[config.mk]
export PLATFORM = sky130hd
export DESIGN_NAME = ddr3_cmd_arb
export DESIGN_NICKNAME = d
export VERILOG_FILES = /design/src/rtl/ddr3_cmd_arb.sv
export SDC_FILE = /design/constraint.sdc
export NUM_CORES = 1
export LEC_CHECK = 0
export CAP_MARGIN = 25
export CORE_AREA = 2 2 296 298
export CTS_CLUSTER_DIAMETER = 200
export DETAILED_ROUTE_END_ITERATION = 8
export DIE_AREA = 0 0 298 300
export HOLD_SLACK_MARGIN = 0.05
export MAX_ROUTING_LAYER = met4
export PLACE_DENSITY_LB_ADDON = 0.1
export SLEW_MARGIN = 40
export SYNTH_ARGS = -nofsm -noshare
export SYNTH_HDL_FRONTEND = slang
export SYNTH_SLANG_ARGS = --single-unit
[constraint.sdc]
create_clock -name i_clk_div -period 13.76 [get_ports i_clk_div]
set_input_delay 1.376 -clock i_clk_div [delete_from_list [all_inputs] [get_ports i_clk_div]]
set_output_delay 1.376 -clock i_clk_div [all_outputs]
set_load 0.1 [all_outputs]
[src/rtl/ddr3_cmd_arb.sv]
// Two-requester round-robin arbiter for the DDR3 PHY command port, with an
// in-order owner-tag FIFO that steers returned read data to the issuing requester.
module ddr3_cmd_arb #(
  parameter int unsigned p_TAG_AW    = 3,
  parameter int unsigned p_TAG_DEPTH = 8
) (
  input  logic                i_clk_div,
  input  logic                i_rst,

  input  logic                i_rq0_cmd_en,
  input  logic                i_rq0_cmd_sel,
  input  logic [2:0]          i3_rq0_bank,
  input  logic [13:0]         i14_rq0_row,
  input  logic [9:0]          i10_rq0_col,
  input  logic [127:0]        i128_rq0_wrdata,
  input  logic [7:0]          i8_rq0_wrdm,
  output logic                o_rq0_cmd_rdy,
  output logic                o_rq0_rddata_valid,

  input  logic                i_rq1_cmd_en,
  input  logic                i_rq1_cmd_sel,
  input  logic [2:0]          i3_rq1_bank,
  input  logic [13:0]         i14_rq1_row,
  input  logic [9:0]          i10_rq1_col,
  input  logic [127:0]        i128_rq1_wrdata,
  input  logic [7:0]          i8_rq1_wrdm,
  output logic                o_rq1_cmd_rdy,
  output logic                o_rq1_rddata_valid,

  output logic [127:0]        o128_rq_rddata,

  input  logic                i_phy_init_done,
  input  logic                i_phy_cmd_full,
  output logic                o_phy_cmd_en,
  output logic                o_phy_cmd_sel,
  output logic [2:0]          o3_phy_bank,
  output logic [13:0]         o14_phy_row,
  output logic [9:0]          o10_phy_col,
  output logic [127:0]        o128_phy_wrdata,
  output logic [7:0]          o8_phy_wrdm,

  input  logic                i_phy_rddata_valid,
  input  logic [127:0]        in_phy_rddata,

  output logic                o_tag_err,
  output logic [p_TAG_AW:0]   o_rd_outstanding
);

  localparam logic [p_TAG_AW:0] c_TAG_FULL = (p_TAG_AW + 1)'(p_TAG_DEPTH);

  logic                 r_last_grant;
  logic [p_TAG_AW-1:0]  r_wr_ptr;
  logic [p_TAG_AW-1:0]  r_rd_ptr;
  logic [p_TAG_AW:0]    r_count;
  logic [p_TAG_DEPTH-1:0] r_tag_mem;

  logic g;
  logic fifo_full;
  logic fifo_empty;
  logic elig0;
  logic elig1;
  logic win0;
  logic win1;
  logic grant;
  logic win_sel;
  logic push;
  logic pop;
  logic head_owner;

  // Reset also gates grants so nothing is reported accepted while state is cleared.
  always_comb begin
    g          = i_phy_init_done & ~i_phy_cmd_full & ~i_rst;
    fifo_full  = (r_count == c_TAG_FULL);
    fifo_empty = (r_count == '0);
    elig0      = i_rq0_cmd_en & g & ~(i_rq0_cmd_sel & fifo_full);
    elig1      = i_rq1_cmd_en & g & ~(i_rq1_cmd_sel & fifo_full);
    // On a tie the requester that did not win last time takes the grant.
    win0       = elig0 & (~elig1 | r_last_grant);
    win1       = elig1 & (~elig0 | ~r_last_grant);
    grant      = win0 | win1;
    win_sel    = win1 ? i_rq1_cmd_sel : i_rq0_cmd_sel;
    push       = grant & win_sel;
    pop        = i_phy_rddata_valid & ~fifo_empty;
    head_owner = r_tag_mem[r_rd_ptr];
  end

  assign o_rq0_cmd_rdy    = win0;
  assign o_rq1_cmd_rdy    = win1;
  assign o_rd_outstanding = r_count;

  always_ff @(posedge i_clk_div or posedge i_rst) begin
    if (i_rst) begin
      r_last_grant <= 1'b1;
    end else if (grant) begin
      r_last_grant <= win1;
    end
  end

  always_ff @(posedge i_clk_div or posedge i_rst) begin
    if (i_rst) begin
      o_phy_cmd_en    <= 1'b0;
      o_phy_cmd_sel   <= 1'b0;
      o3_phy_bank     <= '0;
      o14_phy_row     <= '0;
      o10_phy_col     <= '0;
      o128_phy_wrdata <= '0;
      o8_phy_wrdm     <= '0;
    end else begin
      o_phy_cmd_en <= grant;
      if (win1) begin
        o_phy_cmd_sel   <= i_rq1_cmd_sel;
        o3_phy_bank     <= i3_rq1_bank;
        o14_phy_row     <= i14_rq1_row;
        o10_phy_col     <= i10_rq1_col;
        o128_phy_wrdata <= i128_rq1_wrdata;
        o8_phy_wrdm     <= i8_rq1_wrdm;
      end else if (win0) begin
        o_phy_cmd_sel   <= i_rq0_cmd_sel;
        o3_phy_bank     <= i3_rq0_bank;
        o14_phy_row     <= i14_rq0_row;
        o10_phy_col     <= i10_rq0_col;
        o128_phy_wrdata <= i128_rq0_wrdata;
        o8_phy_wrdm     <= i8_rq0_wrdm;
      end
    end
  end

  // Push cannot collide with the head slot: a push needs the FIFO not full, so
  // with any entries present the write pointer differs from the read pointer.
  always_ff @(posedge i_clk_div or posedge i_rst) begin
    if (i_rst) begin
      r_tag_mem <= '0;
      r_wr_ptr  <= '0;
      r_rd_ptr  <= '0;
      r_count   <= '0;
    end else begin
      if (push) begin
        r_tag_mem[r_wr_ptr] <= win1;
        r_wr_ptr            <= r_wr_ptr + 1'b1;
      end
      if (pop) begin
        r_rd_ptr <= r_rd_ptr + 1'b1;
      end
      if (push && !pop) begin
        r_count <= r_count + 1'b1;
      end else if (pop && !push) begin
        r_count <= r_count - 1'b1;
      end
    end
  end

  always_ff @(posedge i_clk_div or posedge i_rst) begin
    if (i_rst) begin
      o_rq0_rddata_valid <= 1'b0;
      o_rq1_rddata_valid <= 1'b0;
      o128_rq_rddata     <= '0;
      o_tag_err          <= 1'b0;
    end else begin
      o_rq0_rddata_valid <= pop & ~head_owner;
      o_rq1_rddata_valid <= pop & head_owner;
      if (pop) begin
        o128_rq_rddata <= in_phy_rddata;
      end
      if (i_phy_rddata_valid && fifo_empty) begin
        o_tag_err <= 1'b1;
      end
    end
  end

endmodule

==> results of run 1 <==
[cells in the final DEF, fill, tap and decap left out, types with 2 or more instances in the layout]
cell             netlist  routed
clkdlybuf4s50_1        0     462
dfrtp_1              314     314
buf_2                 59     302
nor2_1               170     170
a211oi_1             163     163
mux2_2               131     131
a21oi_1               87      86
o2bb2ai_1             84      84
nor3_1                84      84
a221oi_2              50      50
clkbuf_16              0      46
a221oi_1              29      29
diode_2                0      20
clkbuf_8               0      16
nand2_1               12      12
buf_6                 13       9
clkbuf_1              42       8
inv_1                  8       6
o31ai_1                6       6
o21ai_0                6       6
xnor2_1                6       6
clkinv_2               0       6
ha_1                   5       5
a21o_1                 5       4
buf_12                 0       4
nand3_1                3       3
buf_4                  1       3
o41ai_1                2       2
mux4_2                 2       2
xor2_1                 2       2
bufinv_16              0       2
clkinv_4               0       2
buf_16                 0       2
[metrics by stage]
stage | util | instances
finish | 0.277 | 3225
global placement | 0.274 | 3118
detailed placement | 0.258 | 3121
CTS | 0.276 | 3203
global route | 0.277 | 3225
floorplan | - | 1301
[sequential cells by signal (all words and copies together), names as in the netlist]
register            flops
r_tag_mem               8
o_rq0_rddata_valid      1
o_tag_err               1
o8_phy_wrdm             8
o_phy_cmd_sel           1
o128_phy_wrdata       128
r_wr_ptr                3
r_rd_ptr                3
o10_phy_col            10
o14_phy_row            14
r_last_grant            1
o_rq1_rddata_valid      1
o_rd_outstanding        4
o128_rq_rddata        128
o_phy_cmd_en            1
o3_phy_bank             3
[cell usage after synthesis, drive strengths merged]
cell type  number
fa              1
nand4bb         1
buf            74
clkbuf         42
nor2          170
o2bb2ai        84
a21oi          87
nor4bb          1
o211ai          1
mux2          131
mux4            2
o41ai           2
nor4b           1
dfrtp         314
xor2            2
o21ai           7
xnor2           6
nand3           3
nand2b          2
a21boi          1
nor2b           1
a221oi         79
o31ai           6
a211o           1
a211oi        163
ha              5
nor4            1
and2            1
nor3           84
nand2          12
dfstp           1
inv             9
a21o            5
mux2i           1
[worst max-delay path: cells and delay by family]
kind,cells,cell delay (ns)
buf+inv,3,1.39
compound gates,2,1.01
simple gates,1,0.54
[worst paths after layout]
| path | start | to | depth (start not counted) | slack, ns |
|---|---|---|---|---|
| min in group asynchronous | i_rst | o128_phy_wrdata[66] | 2 | 1.36 |
| hold reg to reg | o_tag_err | o_tag_err | 1 | 0.46 |
| max in group asynchronous | i_rst | o_rd_outstanding[0] | 4 | 10.69 |
| setup reg to reg | o_rd_outstanding[0] | o128_phy_wrdata[27] | 8 | 9.92 |
| hold / removal | o_tag_err | o_tag_err | 1 | 0.46 |
| setup / recovery | i_rst | o_rq1_cmd_rdy | 6 | 8.00 |
[metal layers]
metal	up-vias	global-route usage
met5	-	-
met4	0	0.0451
met3	89	0.0617
met2	559	0.244
met1	6818	0.176
li1	6445	-
[final cells by class]
cell class / count / area share
multi-input cells: 861 / 0.272
diodes: 20 / 0.00210
inverters: 9 / 0.00194
well taps: 1155 / 0.0606
clock buffers: 70 / 0.0587
flip-flops and latches: 315 / 0.330
clock inverters: 12 / 0.00603
repair buffers: 783 / 0.269
[logic make-up after synthesis]
family                   Yosys count  synth area share
multiplexers                     134             0.102
XOR/XNOR                           8           0.00468
flip-flops                       315             0.527
AND/OR/NAND/NOR                  277            0.0798
buffers and inverters            125            0.0430
adder cells (fa/ha/maj)            6           0.00552
AO/OA/AOI/OAI                    436             0.238
[power groups by stage]
| stage | sequential, mW | clock, mW | combinational, mW |
|---|---|---|---|
| after detailed placement | 1.23 | 0 | 1.92 |
| final | 1.22 | 1.22 | 1.90 |
| after global placement | 1.23 | 0 | 2.05 |
| after global routing | 1.25 | 1.31 | 1.98 |
| after CTS | 1.22 | 1.28 | 1.92 |
| after floorplan | 2.32 | 0 | 0.364 |
==> impl_metrics.csv, run 1 <==
group,metric,value,unit
clock_network,cts_root_buf,"clkbuf_16",
drt,wl,69000,um
power,comb_power_share,0.438,
drt,via_per_inst,4.31,
setup_path,end_kind,"output pin",
layout,nFillCells,9227,
layout,areaGrowthSynthToFinish,59.4,%
synthesis,synth_top_cell_area_share,0.525,
layout,final_layout_size_suffix_gt1_frac,0.287,
floorplanning,ioPinCount,765,
synthesis,netlist_instances,1301,
global_routing,grtUsageTotal,0.153,
synthesis,yosysSeqAreaShare,0.527,
synthesis,yosysWarnings,0,
floorplanning,die-area,0.0894,mm^2
floorplanning,row_count,108,
synthesis,synth.top_cells.by_area,"dfrtp_1 52%, mux2_2 9.9%, a211oi_1 8.2%",
power,power,4.34,mW
drt,top_layer,"met4",
power,power.internal,2.27,mW
placement,dpl.hpwl,48700,um
sta,skew,0.0309,ns
job,drv_cap,0,
drt,met1Wirelength,27600,um
clock_network,post_cts_buffers,0,
sta,setup_tns,0,ns
clock_network,post_cts_resized,0,
synthesis,synth_cell_types,40,
placement,portBuffers,764,
run_status,status,"finished, final reports clean",
clock_network,cts_tree,"done",
setup_path,required,12.38,ns
sta,relSlewSlack,0.446,
global_routing,antenna_found_initial,20,
drt,firstDrtPassIters,4,
drt,drt_iter0_markers,632,
placement,place_area,0.0222,mm^2
global_routing,grt_pass1_vias,14600,
hold_path,min-delay-path-class,"flop to flop",
power,sw_frac_of_total,0.477,
layout,fin_area,0.0239,mm^2
global_routing,grt_max_degree,124,
setup_path,worst-path-max-fanout,52,
floorplanning,core,0.0862,mm^2
synthesis,syn_area,0.0150,mm^2
clock_network,clk_pin_slew,0.06,ns
sta,period_share,0.419,
power,power_density,182,mW/mm^2
drt,drc,0,
placement,preCtsSetupSlack,7.98,ns
drt,vias,13900,
floorplanning,initial_utilization,0.174,
floorplanning,die_w,298,um
placement,routabilityCongestion,0.802,
clock_network,cts.sinks,315,
setup_path,cp_slowest_stage_delay,0.65,ns
setup_path,crit_slowest_cell,"a21o_4",
drt,wl_met2,33000,um
synthesis,yosys.area.top_type,"dfrtp_1",
global_routing,grt_overflow_total,0,
clock_network,ctsHoldBuffers,0,
power,power_frac_clock,0.281,
drt,wl_met3,6620,um
setup_path,crit_type,"primary input to output pin",
synthesis,syn_avg_cell_area,11.5,um^2
sta,tightest_slew,0.827,ns
synthesis,ys_ff_latch,315,
power,seqPwrFrac,0.281,
clock_network,insertion_delay,0.59,ns
setup_path,crit_arrival,4.38,ns
power,switchingPower,2.07,mW
setup_path,cp-start-kind,"primary input",
drt,wl_per_cell,21.4,um
sta,slew_violations,0,
sta,fin_crit,5.76,ns
setup_path,worstPathCellList,"clkdlybuf4s50_1 > nor4bb_1 > a21boi_2 > a21o_4 > inv_2 > buf_2",
power,peakVddDrop,0.111,mV
clock_network,h-tree-depth,2,
sta,fin_hold_ws,0.458,ns
layout,layout.nets,2485,
sta,fmax,174,MHz
clock_network,cts.path.max_buffers,3,
clock_network,cts_buffers,46,
global_routing,grt_pass1_wl,101000,um
sta,report.final.setup_viol,0,
sta,hold_viol,0,
drt,ant_nets,0,
floorplanning,die_y,300,um
synthesis,syn_nets,1770,
sta,setup_slack,8.00,ns
sta,rsz0062_at_grt,"false",
power,power.leakage,10.3,nW
layout,regArea,0.00788,mm^2
layout,multiInputGateArea,0.00648,mm^2
(Power assumes the default switching activity.)
==> run 2: changes to the inputs <==
==> constraint.sdc (replaced) <==
create_clock -name i_clk_div -period 5.4 [get_ports i_clk_div]
set_input_delay 0.54 -clock i_clk_div [delete_from_list [all_inputs] [get_ports i_clk_div]]
set_output_delay 0.54 -clock i_clk_div [all_outputs]
set_load 0.1 [all_outputs]
==> run 2 against run 1 <==
Critical path depth increased by 1. Utilization decreased by 0.052 points. Routed wire length decreased by 0.14%. Register-to-register slack got worse by 7.8 ns. Global-route usage about the same. Largest power group unchanged.
==> impl_metrics.csv, run 2 (synthesis gave the netlist of run 1 again) <==
group,metric,value,unit
run_status,status,"finished, final reports clean",
setup_path,crit_arrival,3.03,ns
clock_network,post_cts_buffers,0,
layout,fin_area,0.0238,mm^2
clock_network,cts.path.max_buffers,3,
setup_path,required,4.86,ns
sta,tightest_slew,0.766,ns
placement,dp.cells,3125,
layout,layout.nets,2487,
drt,drc,0,
floorplanning,die-area,0.0894,mm^2
drt,firstDrtPassIters,4,
sta,hold_viol,0,
layout,areaGrowthSynthToFinish,59.1,%
global_routing,grtUsageTotal,0.153,
setup_path,cp-start-kind,"primary input",
drt,wl,68900,um
layout,fin_cells,3225,
clock_network,post_cts_resized,0,
layout,nFillCells,9199,
job,drv_cap,0,
placement,routabilityCongestion,0.783,
placement,place_area,0.0223,mm^2
sta,relSlewSlack,0.489,
sta,period_share,0.660,
clock_network,cts_tree,"done",
floorplanning,die_w,298,um
drt,via_per_inst,4.31,
layout,layout_commonest_cell,"clkdlybuf4s50_1",
setup_path,crit_type,"primary input to output pin",
drt,drt_iter0_markers,490,
floorplanning,row_count,108,
drt,wl_per_cell,21.4,um
power,peakVddDrop,0.273,mV
global_routing,grt_pass1_wl,101000,um
placement,portBuffers,764,
floorplanning,initial_utilization,0.174,
global_routing,antenna_found_initial,16,
sta,report.final.setup_viol,0,
setup_path,end_kind,"output pin",
power,power_density,454,mW/mm^2
layout,reg_top3,"o128_phy_wrdata x128, o128_rq_rddata x128, o14_phy_row x14",
drt,vias,13900,
global_routing,grt_pass1_vias,14700,
setup_path,worst-path-max-fanout,30,
layout,mostFrequentLayoutCells,"462 x clkdlybuf4s50_1, 314 x dfrtp_1, 300 x buf_2",
clock_network,h-tree-depth,2,
clock_network,cts_buffers,44,
sta,rsz0062_at_grt,"false",
clock_network,clk_pin_slew,0.06,ns
layout,multiInputGateArea,0.00648,mm^2
clock_network,insertion_delay,0.58,ns
sta,fin_crit,3.57,ns
drt,ant_nets,0,
power,power.leakage,10.2,nW
layout,final_layout_size_suffix_gt1_frac,0.282,
sta,fin_hold_ws,0.393,ns
clock_network,cts.sinks,315,
clock_network,ctsHoldBuffers,0,
sta,slew_violations,0,
hold_path,min-delay-path-class,"primary input to async pin",
global_routing,grt_max_degree,158,
sta,setup_tns,0,ns
floorplanning,core,0.0862,mm^2
placement,dpl.hpwl,47800,um
global_routing,grt_overflow_total,0,
floorplanning,ioPinCount,765,
sta,fmax,280,MHz
layout,regArea,0.00788,mm^2
clock_network,cts_root_buf,"clkbuf_16",
sta,skew,0.0249,ns
floorplanning,die_y,300,um
==> run 2: cell types whose count changed in the layout (fill, tap and decap cells not counted), moves of 2 or more <==
cell,delta
clkbuf_8,-11
clkbuf_1,+12
buf_4,+6
diode_2,-3
buf_6,-8
clkbuf_16,-2
buf_12,+6
buf_2,-2
clkinvlp_4,+3
buf_16,+3
==> run 2: metal layers <==
metal,routed length (um),GRT usage,up-vias
li1,-,-,6439
met1,27300,0.170,6851
met4,1860,0.0497,0
met5,0,-,-
met3,6210,0.0587,95
met2,33600,0.250,530
==> run 2: power by group <==
group          internal [mW]  switching (mW)  total [mW]
combinational           1.12            3.71        4.83
sequential              2.79           0.315        3.11
clock                   1.68            1.19        2.87
==> run 2: per-stage QoR <==
step                worst slack [ns]  utilization  total power, mW
global route                    1.64        0.276             11.3
floorplan                      0.664            -             6.84
CTS                             1.75        0.275             11.0
detailed placement              1.35        0.259             8.03
global placement                1.40        0.275             8.37
finish                          1.83        0.276             10.8
==> run 2: worst paths after layout <==
check / from / endpoint / slack [ns] / cells after the start
worst max-delay path: i_rst / o_rq0_cmd_rdy / 1.83 / 7
worst max register to register: o_rd_outstanding[1] / o128_rq_rddata[93] / 2.11 / 5
worst min register to register: o128_rq_rddata[111] / o128_rq_rddata[111] / 0.50 / 1
max in group asynchronous: i_rst / o128_rq_rddata[120] / 3.85 / 4
min in group i_clk_div: o128_rq_rddata[111] / o128_rq_rddata[111] / 0.50 / 1
worst min-delay path: i_rst / o128_phy_wrdata[19] / 0.39 / 2
==> run 2: final cells by class <==
type / count / share of cell area
Sequential cell: 315 / 0.331
Timing Repair Buffer: 787 / 0.275
Multi-Input combinational cell: 861 / 0.272
Tap cell: 1155 / 0.0607
Clock buffer: 69 / 0.0523
Clock inverter: 12 / 0.00562
Inverter: 9 / 0.00179
Antenna cell: 17 / 0.00179
==> run 2: critical path: stages <==
cell             delay [ns]
clkdlybuf4s50_1        0.48
nor4bb_1               0.64
buf_4                  0.26
a21boi_2               0.28
o21ai_4                0.13
inv_6                  0.30
buf_4                  0.37
